<file path="config.mk">
export PLATFORM = sky130hd
export DESIGN_NAME = logic_unit_pipe
export DESIGN_NICKNAME = d
export VERILOG_FILES = /design/src/rtl/logic_unit_pipe.sv
export SDC_FILE = /design/constraint.sdc
export NUM_CORES = 1
export LEC_CHECK = 0
export CAP_MARGIN = 5
export CELL_PAD_IN_SITES_DETAIL_PLACEMENT = 0
export CELL_PAD_IN_SITES_GLOBAL_PLACEMENT = 2
export CORE_MARGIN = 2
export CORE_UTILIZATION = 32
export CTS_BUF_LIST = sky130_fd_sc_hd__clkbuf_8
export CTS_CLUSTER_SIZE = 28
export DETAILED_ROUTE_END_ITERATION = 8
export GPL_ROUTABILITY_DRIVEN = 0
export PLACE_DENSITY_LB_ADDON = 0.1
export SLEW_MARGIN = 20
export SYNTH_ARGS = -nofsm -noshare
export SYNTH_HDL_FRONTEND = slang
export SYNTH_SLANG_ARGS = --single-unit
</file>
<file path="constraint.sdc">
create_clock -name clk -period 4.6 [get_ports clk]
set_input_delay 0.92 -clock clk [delete_from_list [all_inputs] [get_ports clk]]
set_output_delay 0.92 -clock clk [all_outputs]
set_load 0.02 [all_outputs]
</file>
<file path="src/rtl/logic_unit_pipe.sv">
// Registered eight-function bitwise logic unit with accumulator feedback and saturating op counter.
// Latency: one cycle from accept to out_s/out_valid; up to two results held (main + skid).
// Backpressure: in_ready = ~skid_valid, a pure register output with no combinational path from out_ready.
module logic_unit_pipe #(
   parameter int WIDTH = 8,
   parameter int CNT_W = 8
) (
   input  logic             clk,
   input  logic             rst,
   input  logic             in_valid,
   output logic             in_ready,
   input  logic [WIDTH-1:0] in_a,
   input  logic [WIDTH-1:0] in_b,
   input  logic [2:0]       op,
   input  logic             acc_mode,
   input  logic             acc_clear,
   output logic             out_valid,
   input  logic             out_ready,
   output logic [WIDTH-1:0] out_s,
   output logic [WIDTH-1:0] acc,
   output logic [CNT_W-1:0] op_count
);

   localparam logic [CNT_W-1:0] CNT_ONE = CNT_W'(1);
   localparam logic [CNT_W-1:0] CNT_MAX = '1;

   logic [WIDTH-1:0] opa;
   logic [WIDTH-1:0] res;
   logic [WIDTH-1:0] main_dat;
   logic [WIDTH-1:0] skid_dat;
   logic             main_vld;
   logic             skid_vld;
   logic             accept;
   logic             main_free;

   assign in_ready  = ~skid_vld;
   assign accept    = in_valid & ~skid_vld;
   assign main_free = ~main_vld | out_ready;
   assign out_valid = main_vld;
   assign out_s     = main_dat;

   // Clear takes priority so a clear+accumulate op starts the chain from zero.
   always_comb begin
      opa = in_a;
      if (acc_clear)
         opa = '0;
      else if (acc_mode)
         opa = acc;
   end

   always_comb begin
      res = '0;
      case (op)
         3'd0: res = ~opa;
         3'd1: res = ~in_b;
         3'd2: res = opa | in_b;
         3'd3: res = ~(opa | in_b);
         3'd4: res = opa & in_b;
         3'd5: res = ~(opa & in_b);
         3'd6: res = opa ^ in_b;
         3'd7: res = ~(opa ^ in_b);
         default: res = '0;
      endcase
   end

   // Data registers only load on a real accept, so X operands while idle never reach state.
   always_ff @(posedge clk) begin
      if (rst) begin
         main_vld <= 1'b0;
         main_dat <= '0;
         skid_vld <= 1'b0;
         skid_dat <= '0;
      end else if (main_free) begin
         if (skid_vld) begin
            main_vld <= 1'b1;
            main_dat <= skid_dat;
            skid_vld <= accept;
            if (accept)
               skid_dat <= res;
         end else begin
            main_vld <= accept;
            if (accept)
               main_dat <= res;
         end
      end else if (accept) begin
         skid_vld <= 1'b1;
         skid_dat <= res;
      end
   end

   always_ff @(posedge clk) begin
      if (rst)
         acc <= '0;
      else if (accept && acc_mode)
         acc <= res;
      else if (acc_clear)
         acc <= '0;
   end

   always_ff @(posedge clk) begin
      if (rst)
         op_count <= '0;
      else if (accept && (op_count != CNT_MAX))
         op_count <= op_count + CNT_ONE;
   end

endmodule

</file>
# == Word level (Yosys, flattened, before mapping) ==
# Cells that the tools add are included.
# classes
n_addsub,1
eq_ne,9
n_reduce_logical,7
n_mux,14
n_bitwise,12
# op_table
operator,count
$mux W8,9
$pmux W8 S8,1
$not A8 Y8,5
$eq A3 B3 Y1 const B,4
$add A8 B1 Y8 const B,1
$and A8 B8 Y8,1
$ne A8 B8 Y1 const B,1
$or A8 B8 Y8,1
$xor A8 B8 Y8,1
$eq A3 B2 Y1 const B,2
$reduce_bool A2 Y1,3
$mux W1,4
$eq A3 B1 Y1 const B,1
$logic_not A3 Y1,1
$logic_and A1 B1 Y1,2
$ne A2 B2 Y1 const B,1
$not A1 Y1,2
$reduce_and A2 Y1,1
$and A1 B1 Y1,1
$or A1 B1 Y1,1
# totals
wordCells,49
in_bits,25
register_bits,34
output_inout_bits,26

# == Logic depth before layout (Yosys ltp) ==
# Gate-level depths: netlist of the first run.
# logic_depth
ltp_word,8
mapped_depth,9
mapped_depth_nobuf,8

# == Least setup slack after synthesis of the first run ==
# No wires, ideal clock.
# synth_timing
kind,in2reg
start,input port acc_mode
end,"register main_dat[5], in the netlist out_s[5]"
cell_stages,9
required_ps,4468
n_path_buf,1
arrival_ps,2461
setup_slack_ps,2006
setup_time_ps,132
path_cell_list,buf_6 > mux2i_2 > or2_2 > ha_1 > xor2_1 > o22ai_1 > nor2_1 > o31ai_1 > a311oi_1
# synth_via
elab_chain_len,7
word_cells_on_any_way,12
cone_classes,mux: 5; bitwise: 7
# synth_lines
element,line_no,rtl
from (decl),15,"input logic acc_mode,"
$mux W8 (*),47,else if (acc_mode)
$mux W8 (*),45,if (acc_clear)
"$xor A8 B8 Y8, or another cell as far along","60, 61",
$not A8 Y8 (on tied branches),"61, 57, 59",
$pmux W8 S8 (*),53,case (op)
$mux W8 (*),82,if (accept)
$mux W8 (*),74,if (skid_vld) begin
to (signal assigned),76,main_dat <= skid_dat;
to (signal assigned),83,main_dat <= res;
to (decl),29,logic [WIDTH-1:0] main_dat;
# Mark *: on every way between the ends. The rest lies on a longest branch, timed or not. The select of a mux whose other input is x is not followed.
# A chain may end at the register's enable or synchronous reset.

# == Final worst setup path of the first run ==
# layout_timing
start,input port acc_mode
end,"register main_dat[7], in the netlist out_s[7]"
# Same word-level chain as after synthesis.

==> results by group, run 1 <==
Detailed routing
  – DR top layer: met4
  – Metal3 WL: approximately 180 microns
  – # DRC: 0
  – Post-Route WL: between 5 and 6 mm
  – Drt first-iter violations: 94
  – Antenna Nets Post-Route: 0
  – Total number of vias: 2091
  – DR WL met2: between 2 and 3 mm
  – WL met1: 2.896 mm
  – Via/cell ratio: 4.908
  – WL per Instance: approximately 14 microns
  – Length of the first detailed-routing pass in iterations: 4

Timing
  – Hold_ws: 0.4504 ns
  – Worst Tran Pin Value: a little under 1 ns
  – Achievable Freq: ~290 MHz
  – Slew Limit Fails: 0
  – Final Hold Viols: 0
  – Worst clock skew: 0.004412 ns
  – RSZ-0062 raised after global routing: no
  – Final setup margin: 1.144 ns
  – Crit path time final: around 3.5 ns
  – TNS Setup: 0 ns
  – Final setup fails: 0
  – Relative slew slack: 34.89%
  – Period utilization: between 70% and 80%

Yosys
  – Fraction of registers with async set/reset: 0%
  – Commonest register cell after synthesis: dfxtp_1
  – Yosys warns: 0
  – Synthesized flop and latch total: 34
  – Mapped Cells: 283
  – EDFF count, synth: 0
  – Yosys cell types: 40
  – Seq/Total Area, Yosys: 30.21%
  – Syn avg cell area: approximately 8.0 sq um
  – Syn Nets: 317
  – Synth Cell Area: 0.002253 sq mm

Cells and area
  – Fillcell total: 721
  – Fin util: between 40% and 50%
  – Final nets: 363
  – Ant. Diodes: 0
  – Most frequent cells in the layout: clkdlybuf4s50_1, nand2_1, dfxtp_1
  – Most common cell after layout, fill and taps aside: clkdlybuf4s50_1
  – Finished layout cell area: approximately 0.0029 sq mm
  – Area delta synth->final: 29.76%
  – Ratio of cells with drive above 1 in the final layout: ~12%

Run status
  – Run status: completed

Setup path
  – Critical Path Max Stage Delay: 0.89 ns
  – Setup Crit Path Kind: primary input to flop
  – Slowest stage cell, crit path: clkdlybuf4s50_1
  – Critical path arrival: 3.61 ns
  – Worst path cell trace: clkdlybuf4s50_1, mux2i_2, or2_2, ha_1, xor2_1, o22ai_1, nor2_1, o31ai_1, a311oi_1
  – Startpoint Class: primary input
  – Crit path required time: 4.75 ns
  – Largest fanout on the critical path: 10
  – Crit end category: flop

Clock network
  – H-Tree Depth: 2
  – Clock transition at path regs: ~0.07 ns
  – Post_cts resized: 0
  – TritonCTS buffer count: 5
  – Sink Count: 34
  – Buffer count from post-CTS setup fixing: 0
  – CTS tree: done
  – Hold Buf Count CTS: 0
  – CTS Root Cell: clkbuf_8
  – Worst skew pair latency: roughly 0.28 ns
  – Clk buf depth: 2

Die
  – Core area: 0.006794 sq mm
  – Die X: about 88 microns
  – Die height: 87.92 microns
  – Ports: 51
  – Die area: 0.007729 sq mm
  – Rows: 30
  – Initial Util: around a third

Global routing
  – Vias in the first global route: 1957
  – Global Route Usage Sum: ~16%
  – First-pass GRT wire length: a little under 10 mm
  – Antenna violations before repair: 0
  – Largest net degree at the start of global routing: 30
  – Gr ovfl total: 0

Placement
  – Dpl ws: 0.8808 ns
  – Dpl cell area: approximately 0.0028 sq mm
  – Buffers on Ports: 50
  – HPWL Detailed: about 4.4 mm

Min path
  – Hold Crit Class: flop to flop

Power and ir drop
  – Leakage power: ~1.1 nW
  – Max VDD drop: about 0.1 mV
  – Pwr/cell area: 266.5 mW/mm^2

Run
  – Max_cap viols: 0
## where the power goes
group / total, mW / switching (mW) / leakage [nW] / internal (mW)
sequential: 0.322 / 0.0115 / 0.278 / 0.310
clock: 0.257 / 0.106 / 0.0575 / 0.151
combinational: 0.201 / 0.108 / 0.719 / 0.0929
total: 0.779 / 0.225 / 1.05 / 0.554
## state kept, by name, summed over array words and instances, names as in the netlist
name and flops:
op_count 8, acc 8, out_s 8, skid_dat 8
out_valid 1, skid_vld 1
## worst paths after layout
kind                                  from  slack (ns)  cells after the start                        to
setup reg to reg       acc[7]$_SDFFE_PP0P_        2.36                      8     out_s[7]$_SDFFE_PP0P_
setup / recovery                  acc_mode        1.14                      9     out_s[7]$_SDFFE_PP0P_
hold reg to reg   skid_dat[5]$_SDFFE_PP0P_        0.45                      2  skid_dat[5]$_SDFFE_PP0P_
hold / removal    skid_dat[5]$_SDFFE_PP0P_        0.45                      2  skid_dat[5]$_SDFFE_PP0P_
## cell type report
cell class              instances  area (sq um)  share of cell area, %
multi-input cells             224          1445                  49.42
flip-flops and latches         34         680.7                  23.28
repair buffers                 54         530.5                  18.14
well taps                      96         120.1                  4.108
clock buffers                   8         110.1                  3.766
inverters                      10         37.54                  1.284
## through the flow
stage / cells / total power, mW
2_1_floorplan: 283 / 0.4552
3_3_place_gp: 418 / 0.5283
3_5_place_dp: 418 / 0.5297
4_1_cts: 426 / 0.7890
5_1_grt: 426 / 0.8206
6_report: 426 / 0.7794
## cell usage after synthesis (4+ instances only)
| cell type | count | area, sq um |
|---|---|---|
| nand3_1 | 8 | 40.04 |
| a21oi_1 | 12 | 60.06 |
| nor2b_1 | 13 | 81.33 |
| mux2i_1 | 6 | 60.06 |
| nor3_1 | 12 | 60.06 |
| nand3b_1 | 13 | 97.59 |
| o22ai_1 | 10 | 62.56 |
| buf_2 | 4 | 20.02 |
| ha_1 | 9 | 112.6 |
| nand2_1 | 38 | 142.6 |
| dfxtp_1 | 34 | 680.7 |
| or2_2 | 8 | 50.05 |
| xnor2_1 | 6 | 52.55 |
| xor2_1 | 4 | 35.03 |
| inv_1 | 9 | 33.78 |
| or3_1 | 8 | 50.05 |
| buf_4 | 5 | 37.54 |
| nor2_1 | 22 | 82.58 |
| a311oi_2 | 6 | 90.09 |
| o21ai_0 | 20 | 100.1 |
| nand3_2 | 6 | 60.06 |
## cell families after synthesis
family / Yosys count / share of synthesized area, %
AO/OA/AOI/OAI: 58 / 17.27
AND/OR/NAND/NOR: 137 / 32.54
adder cells (fa/ha/maj): 9 / 4.997
flip-flops: 34 / 30.21
XOR/XNOR: 10 / 3.887
multiplexers: 10 / 5.220
buffers and inverters: 25 / 5.885
## worst max-delay path, delay by kind of cell
kind            cells  cell delay, ns
compound gates      3            0.73
fa+ha+maj           1            0.29
simple gates        2            0.43
xor+xnor            1            0.15
buf+inv             1            0.89
mux                 1            0.19
## layer usage
metal,global-route usage (%),up-vias
met5,0,-
met4,5.455,0
met3,2.262,7
met2,26.52,36
met1,21.39,966
li1,-,1082
Note: power is estimated with default switching activity, not from simulation.
==> run 2: changes to the inputs <==
CORE_UTILIZATION = 27   (was 32)
clock period = 2.95 ns   (was 4.6 ns; I/O delays follow)
==> run 2 against run 1 <==
Compared with the run above:
- critical path depth up 1
- via count down 0.14%
- combinational power up 67%
- design area up 3.9%
- power up 54%
- first-iteration DRC count down 14%
==> results by group, run 2 (same netlist as run 1, synthesis figures left out) <==
Clock network
  – TritonCTS buffer count: 5
  – CTS tree: done
  – CTS Root Cell: clkbuf_8
  – Buffer count from post-CTS setup fixing: 0
  – Sink Count: 34
  – Clk buf depth: 2
  – Hold Buf Count CTS: 0
  – Post_cts resized: 0
  – Clock transition at path regs: approximately 0.07 ns
  – H-Tree Depth: 2
  – Worst skew pair latency: 0.29 ns

Power and ir drop
  – Pwr Total: 1.199 mW
  – Sw Pwr: 370.6 uW
  – Max VDD drop: 0.1408 mV
  – Leakage power: 1.124 nW
  – Sequential Power Share: 41.7%
  – Pwr/cell area: 394.8 mW/mm^2
  – Internal power: 828.2 uW
  – Comb power frac: 27.9%
  – Sw frac: 30.91%
  – Clock power share: 30.4%

Die
  – Ports: a little over 50
  – Initial Util: between 20% and 30%
  – Core area: 0.008134 sq mm
  – Rows: 33
  – Die area: approximately 0.0091 sq mm
  – Die height: 95.36 microns
  – Die X: 95.36 microns

Cells and area
  – Final nets: roughly 380
  – Ant. Diodes: 0
  – Fin util: 37.33%
  – Ratio of cells with drive above 1 in the final layout: 15.65%
  – Most frequent cells in the layout: clkdlybuf4s50_1, nand2_1, dfxtp_1
  – Area delta synth->final: 34.76%
  – Fillcell total: 877
  – Most common cell after layout, fill and taps aside: clkdlybuf4s50_1
  – Multi-input gate area: around 0.0014 sq mm
  – Seq. cell area: between 600 and 700 sq um

Global routing
  – Largest net degree at the start of global routing: 18
  – Gr ovfl total: 0
  – Antenna violations before repair: 0
  – Vias in the first global route: 1960
  – Global Route Usage Sum: 14.63%
  – First-pass GRT wire length: ~10 mm

Detailed routing
  – Length of the first detailed-routing pass in iterations: 4
  – Antenna Nets Post-Route: 0
  – WL per Instance: between 10 and 15 microns
  – Total number of vias: 2088
  – Post-Route WL: between 6 and 7 mm
  – Via/cell ratio: 4.640
  – Drt first-iter violations: 81
  – # DRC: 0

Setup path
  – Cell family with most CP delay: compound AO/OA/AOI/OAI gates
  – Critical Path Max Stage Delay: around 0.44 ns
  – Crit end category: flop
  – Buf+Inv Stages, Crit Path: 2
  – Crit path required time: between 3 and 4 ns
  – RR Startpoint: acc[5]$_SDFFE_PP0P_
  – Setup slack, reg-to-reg: 0.83 ns
  – CP endpoint: out_s[7]$_SDFFE_PP0P_
  – Setup Crit Path Kind: primary input to flop
  – Crit path depth: 10
  – R2r worst-path depth: 8
  – Critical path arrival: ~2.9 ns
  – Largest fanout on the critical path: 10
  – Slowest stage cell, crit path: clkdlybuf4s50_1
  – Critical R2R Capture: out_s[5]$_SDFFE_PP0P_
  – Worst path cell trace: clkdlybuf4s50_1, buf_12, mux2i_2, or2_2, ha_1, xor2_1, o22ai_1, nor2_1, o31ai_1, a311oi_1
  – Startpoint Class: primary input
  – CP Launch Point: acc_mode

Min path
  – Hold path depth: 2
  – Hold Crit Class: flop to flop

Placement
  – HPWL Detailed: 4.945 mm
  – Buffers on Ports: 50

Timing
  – Period utilization: 92.47%
  – Final Hold Viols: 0
  – Achievable Freq: 366.6 MHz
  – Slew Limit Fails: 0
  – Worst Tran Pin Value: 0.6816 ns
  – RSZ-0062 raised after global routing: no
  – Relative slew slack: between 50% and 60%
  – Worst clock skew: 0.007301 ns
  – Final setup fails: 0
  – Crit path time final: 2.728 ns

Run
  – Max_cap viols: 0

Run status
  – Run status: completed
## run 2: cell count changes in the layout (fill, tap and decap cells not counted), sizes merged
cell,change
clkinv,+1
inv,+1
clkbuf,-2
buf,+15
## run 2: layout make-up
class                   instances  area share (%)
clock buffers                   6           2.719
clock inverters                 2          0.2884
multi-input cells             224           47.42
inverters                      10           1.236
well taps                     105           4.326
repair buffers                 69           21.59
flip-flops and latches         34           22.41
## run 2: worst min-delay path by stage
stage                              from                  endpoint  slack (ns)
5_1_grt        skid_dat[5]$_SDFFE_PP0P_  skid_dat[5]$_SDFFE_PP0P_        0.48
2_1_floorplan  skid_dat[0]$_SDFFE_PP0P_  skid_dat[0]$_SDFFE_PP0P_        0.42
4_1_cts        skid_dat[5]$_SDFFE_PP0P_  skid_dat[5]$_SDFFE_PP0P_        0.46
6_report       skid_dat[7]$_SDFFE_PP0P_  skid_dat[7]$_SDFFE_PP0P_        0.46
3_5_place_dp   skid_dat[0]$_SDFFE_PP0P_  skid_dat[0]$_SDFFE_PP0P_        0.45
3_3_place_gp   skid_dat[6]$_SDFFE_PP0P_  skid_dat[6]$_SDFFE_PP0P_        0.44
## run 2: per-stage QoR
step / instance area, sq um / std cells / hold slack, ns / setup TNS, ns / setup slack (ns)
after floorplan: 2253 / 283 / 0.4249 / 0 / 0.6864
after global placement: 2945 / 442 / 0.4372 / -0.1547 / -0.07321
after detailed placement: 2945 / 442 / 0.4453 / -0.1105 / -0.06085
after CTS: 3037 / 450 / 0.4569 / 0 / 0.2371
after global routing: 3037 / 450 / 0.4829 / 0 / 0.1084
final: 3037 / 450 / 0.4552 / 0 / 0.2221
## run 2: power by group through the flow
stage          Sequential, mW  Clock [mW]  Combinational, mW
2_1_floorplan           0.533           0              0.177
5_1_grt                 0.503       0.397              0.372
4_1_cts                 0.500       0.375              0.338
3_5_place_dp            0.511           0              0.337
6_report                0.500       0.364              0.335
3_3_place_gp            0.511           0              0.337
## run 2: per-layer routing
| layer | vias up | routed length, microns | GRT usage [%] |
|---|---|---|---|
| met2 | 33 | 2506 | 20.42 |
| met3 | 6 | 157 | 2.213 |
| met5 | - | 0 | 0 |
| li1 | 1118 | - | - |
| met4 | 0 | 74 | 3.986 |
| met1 | 931 | 3490 | 22.88 |
## run 2: worst reg2reg max path, delay by kind of cell (launching register included)
family | cells | cell delay [ns]
fa+ha+maj | 1 | 0.29
mux | 1 | 0.10
flops | 1 | 0.38
xor+xnor | 1 | 0.14
simple gates | 2 | 0.38
compound gates | 3 | 0.69
==> run 3: changes to the inputs <==
CORE_MARGIN = 5   (was 2)
==> run 3 against run 2 <==
Compared with the run above:
- flip-flop and latch count unchanged
- sequential share of layout area increased by 0.32 points
- design area decreased by 1.4%
- core utilization decreased by 0.71 points
- largest power group unchanged
==> results by group, run 3 (same netlist as run 1, synthesis figures left out) <==
Cells and area
  – Area delta synth->final: 32.87%
  – Ant. Diodes: 0
  – Final nets: 374
  – Non-Filler Instances: about 450
  – Fin util: 36.62%
  – Ratio of cells with drive above 1 in the final layout: 14.71%
  – Most frequent cells in the layout: clkdlybuf4s50_1, nand2_1, dfxtp_1
  – Most common cell after layout, fill and taps aside: clkdlybuf4s50_1

Setup path
  – Crit end category: flop
  – Startpoint Class: primary input
  – Crit path required time: 3.10 ns
  – Largest fanout on the critical path: 10
  – Critical path arrival: 2.80 ns
  – Setup Crit Path Kind: primary input to flop

Global routing
  – Largest net degree at the start of global routing: 21
  – Global Route Usage Sum: between 10% and 20%
  – Gr ovfl total: 0
  – Antenna violations before repair: 0
  – First-pass GRT wire length: 9.970 mm
  – Vias in the first global route: 1952

Timing
  – Achievable Freq: 377.4 MHz
  – Period utilization: between 80% and 90%
  – Worst clock skew: 0.006224 ns
  – Final setup fails: 0
  – Relative slew slack: 56.36%
  – Slew Limit Fails: 0
  – Final Hold Viols: 0
  – Final setup margin: 0.3001 ns
  – RSZ-0062 raised after global routing: no
  – Hold_ws: 0.4558 ns
  – Crit path time final: 2.650 ns
  – Worst Tran Pin Value: 0.6546 ns

Clock network
  – Clk buf depth: 2
  – Buffer count from post-CTS setup fixing: 0
  – Clock transition at path regs: roughly 0.070 ns
  – Post_cts resized: 0
  – TritonCTS buffer count: 5
  – Sink Count: 34
  – CTS Root Cell: clkbuf_8
  – Worst skew pair latency: between 0.2 and 0.3 ns
  – CTS tree: done
  – H-Tree Depth: 2
  – Hold Buf Count CTS: 0

Detailed routing
  – WL met1: 3.007 mm
  – # DRC: 0
  – Via/cell ratio: 4.611
  – Drt first-iter violations: slightly below 70
  – DR top layer: met4
  – Post-Route WL: 5.985 mm
  – DR WL met2: 2.642 mm
  – Metal3 WL: around 250 microns
  – WL per Instance: 13.45 microns
  – Total number of vias: 2052
  – Length of the first detailed-routing pass in iterations: 4
  – Antenna Nets Post-Route: 0

Power and ir drop
  – Sequential Power Share: a little over two fifths
  – Sw frac: 30.31%
  – Max VDD drop: 0.1578 mV
  – Clock power share: 27.8%
  – Pwr/cell area: between 300 and 400 mW/mm^2
  – Internal power: 797.4 uW
  – Sw Pwr: 346.8 uW
  – Comb power frac: between 20% and 30%
  – Leakage power: between 1 and 1.5 nW

Min path
  – Hold Crit Class: flop to flop

Placement
  – Buffers on Ports: 50
  – Dpl ws: 0.02390 ns
  – Dpl cells: 438
  – HPWL Detailed: approximately 4.8 mm

Run
  – Max_cap viols: 0

Die
  – Ports: 51
  – Die area: 0.01027 sq mm
  – Rows: 33
  – Die X: 101.4 microns
  – Die height: 101.4 microns
  – Core area: 0.008175 sq mm
  – Initial Util: 27.56%

Run status
  – Run status: completed
-- run 3: power by group through the flow --
| stage | Clock (mW) | Sequential [mW] | Combinational, mW |
|---|---|---|---|
| after global routing | 0.353 | 0.505 | 0.360 |
| after CTS | 0.335 | 0.502 | 0.329 |
| after global placement | 0 | 0.513 | 0.327 |
| after detailed placement | 0 | 0.513 | 0.328 |
| after floorplan | 0 | 0.533 | 0.177 |
| final | 0.318 | 0.502 | 0.324 |
-- run 3: layer usage --
metal,GRT usage [%],vias to the layer above
met3,2.273,5
met5,0,-
met4,3.988,0
li1,-,1107
met1,17.12,896
met2,19.06,44
-- run 3: metrics by stage --
step | power (mW) | cell area [sq um] | setup TNS, ns
6_report | 1.144 | 2994 | 0
5_1_grt | 1.218 | 2994 | 0
4_1_cts | 1.165 | 2994 | 0
3_5_place_dp | 0.8404 | 2915 | 0
3_3_place_gp | 0.8403 | 2915 | -0.05036
2_1_floorplan | 0.7098 | 2253 | 0
-- run 3: worst max-delay path: stages --
cell and delay, ns:
clkdlybuf4s50_1 0.44, buf_12 0.17, mux2i_2 0.15, or2_2 0.28, ha_1 0.28, xor2_1 0.15
o22ai_1 0.20, nor2_1 0.10, o31ai_1 0.31, a311oi_1 0.13
-- run 3: final cells by class --
type,instances,area (sq um)
clock buffer,5,68.82
clock inverter,2,10.01
fill,853,5181
inverter,10,37.54
multi-input combinational,224,1440
sequential,34,680.7
tap,105,131.4
timing repair buffer,65,625.6
-- run 3: worst paths after layout --
kind                                                from                  endpoint  slack [ns]  cells after the start
worst max-delay path                            acc_mode     out_s[7]$_SDFFE_PP0P_        0.30                     10
worst min-delay path            skid_dat[1]$_SDFFE_PP0P_  skid_dat[1]$_SDFFE_PP0P_        0.46                      2
worst min register to register  skid_dat[1]$_SDFFE_PP0P_  skid_dat[1]$_SDFFE_PP0P_        0.46                      2
worst max register to register       acc[7]$_SDFFE_PP0P_     out_s[7]$_SDFFE_PP0P_        0.90                      8
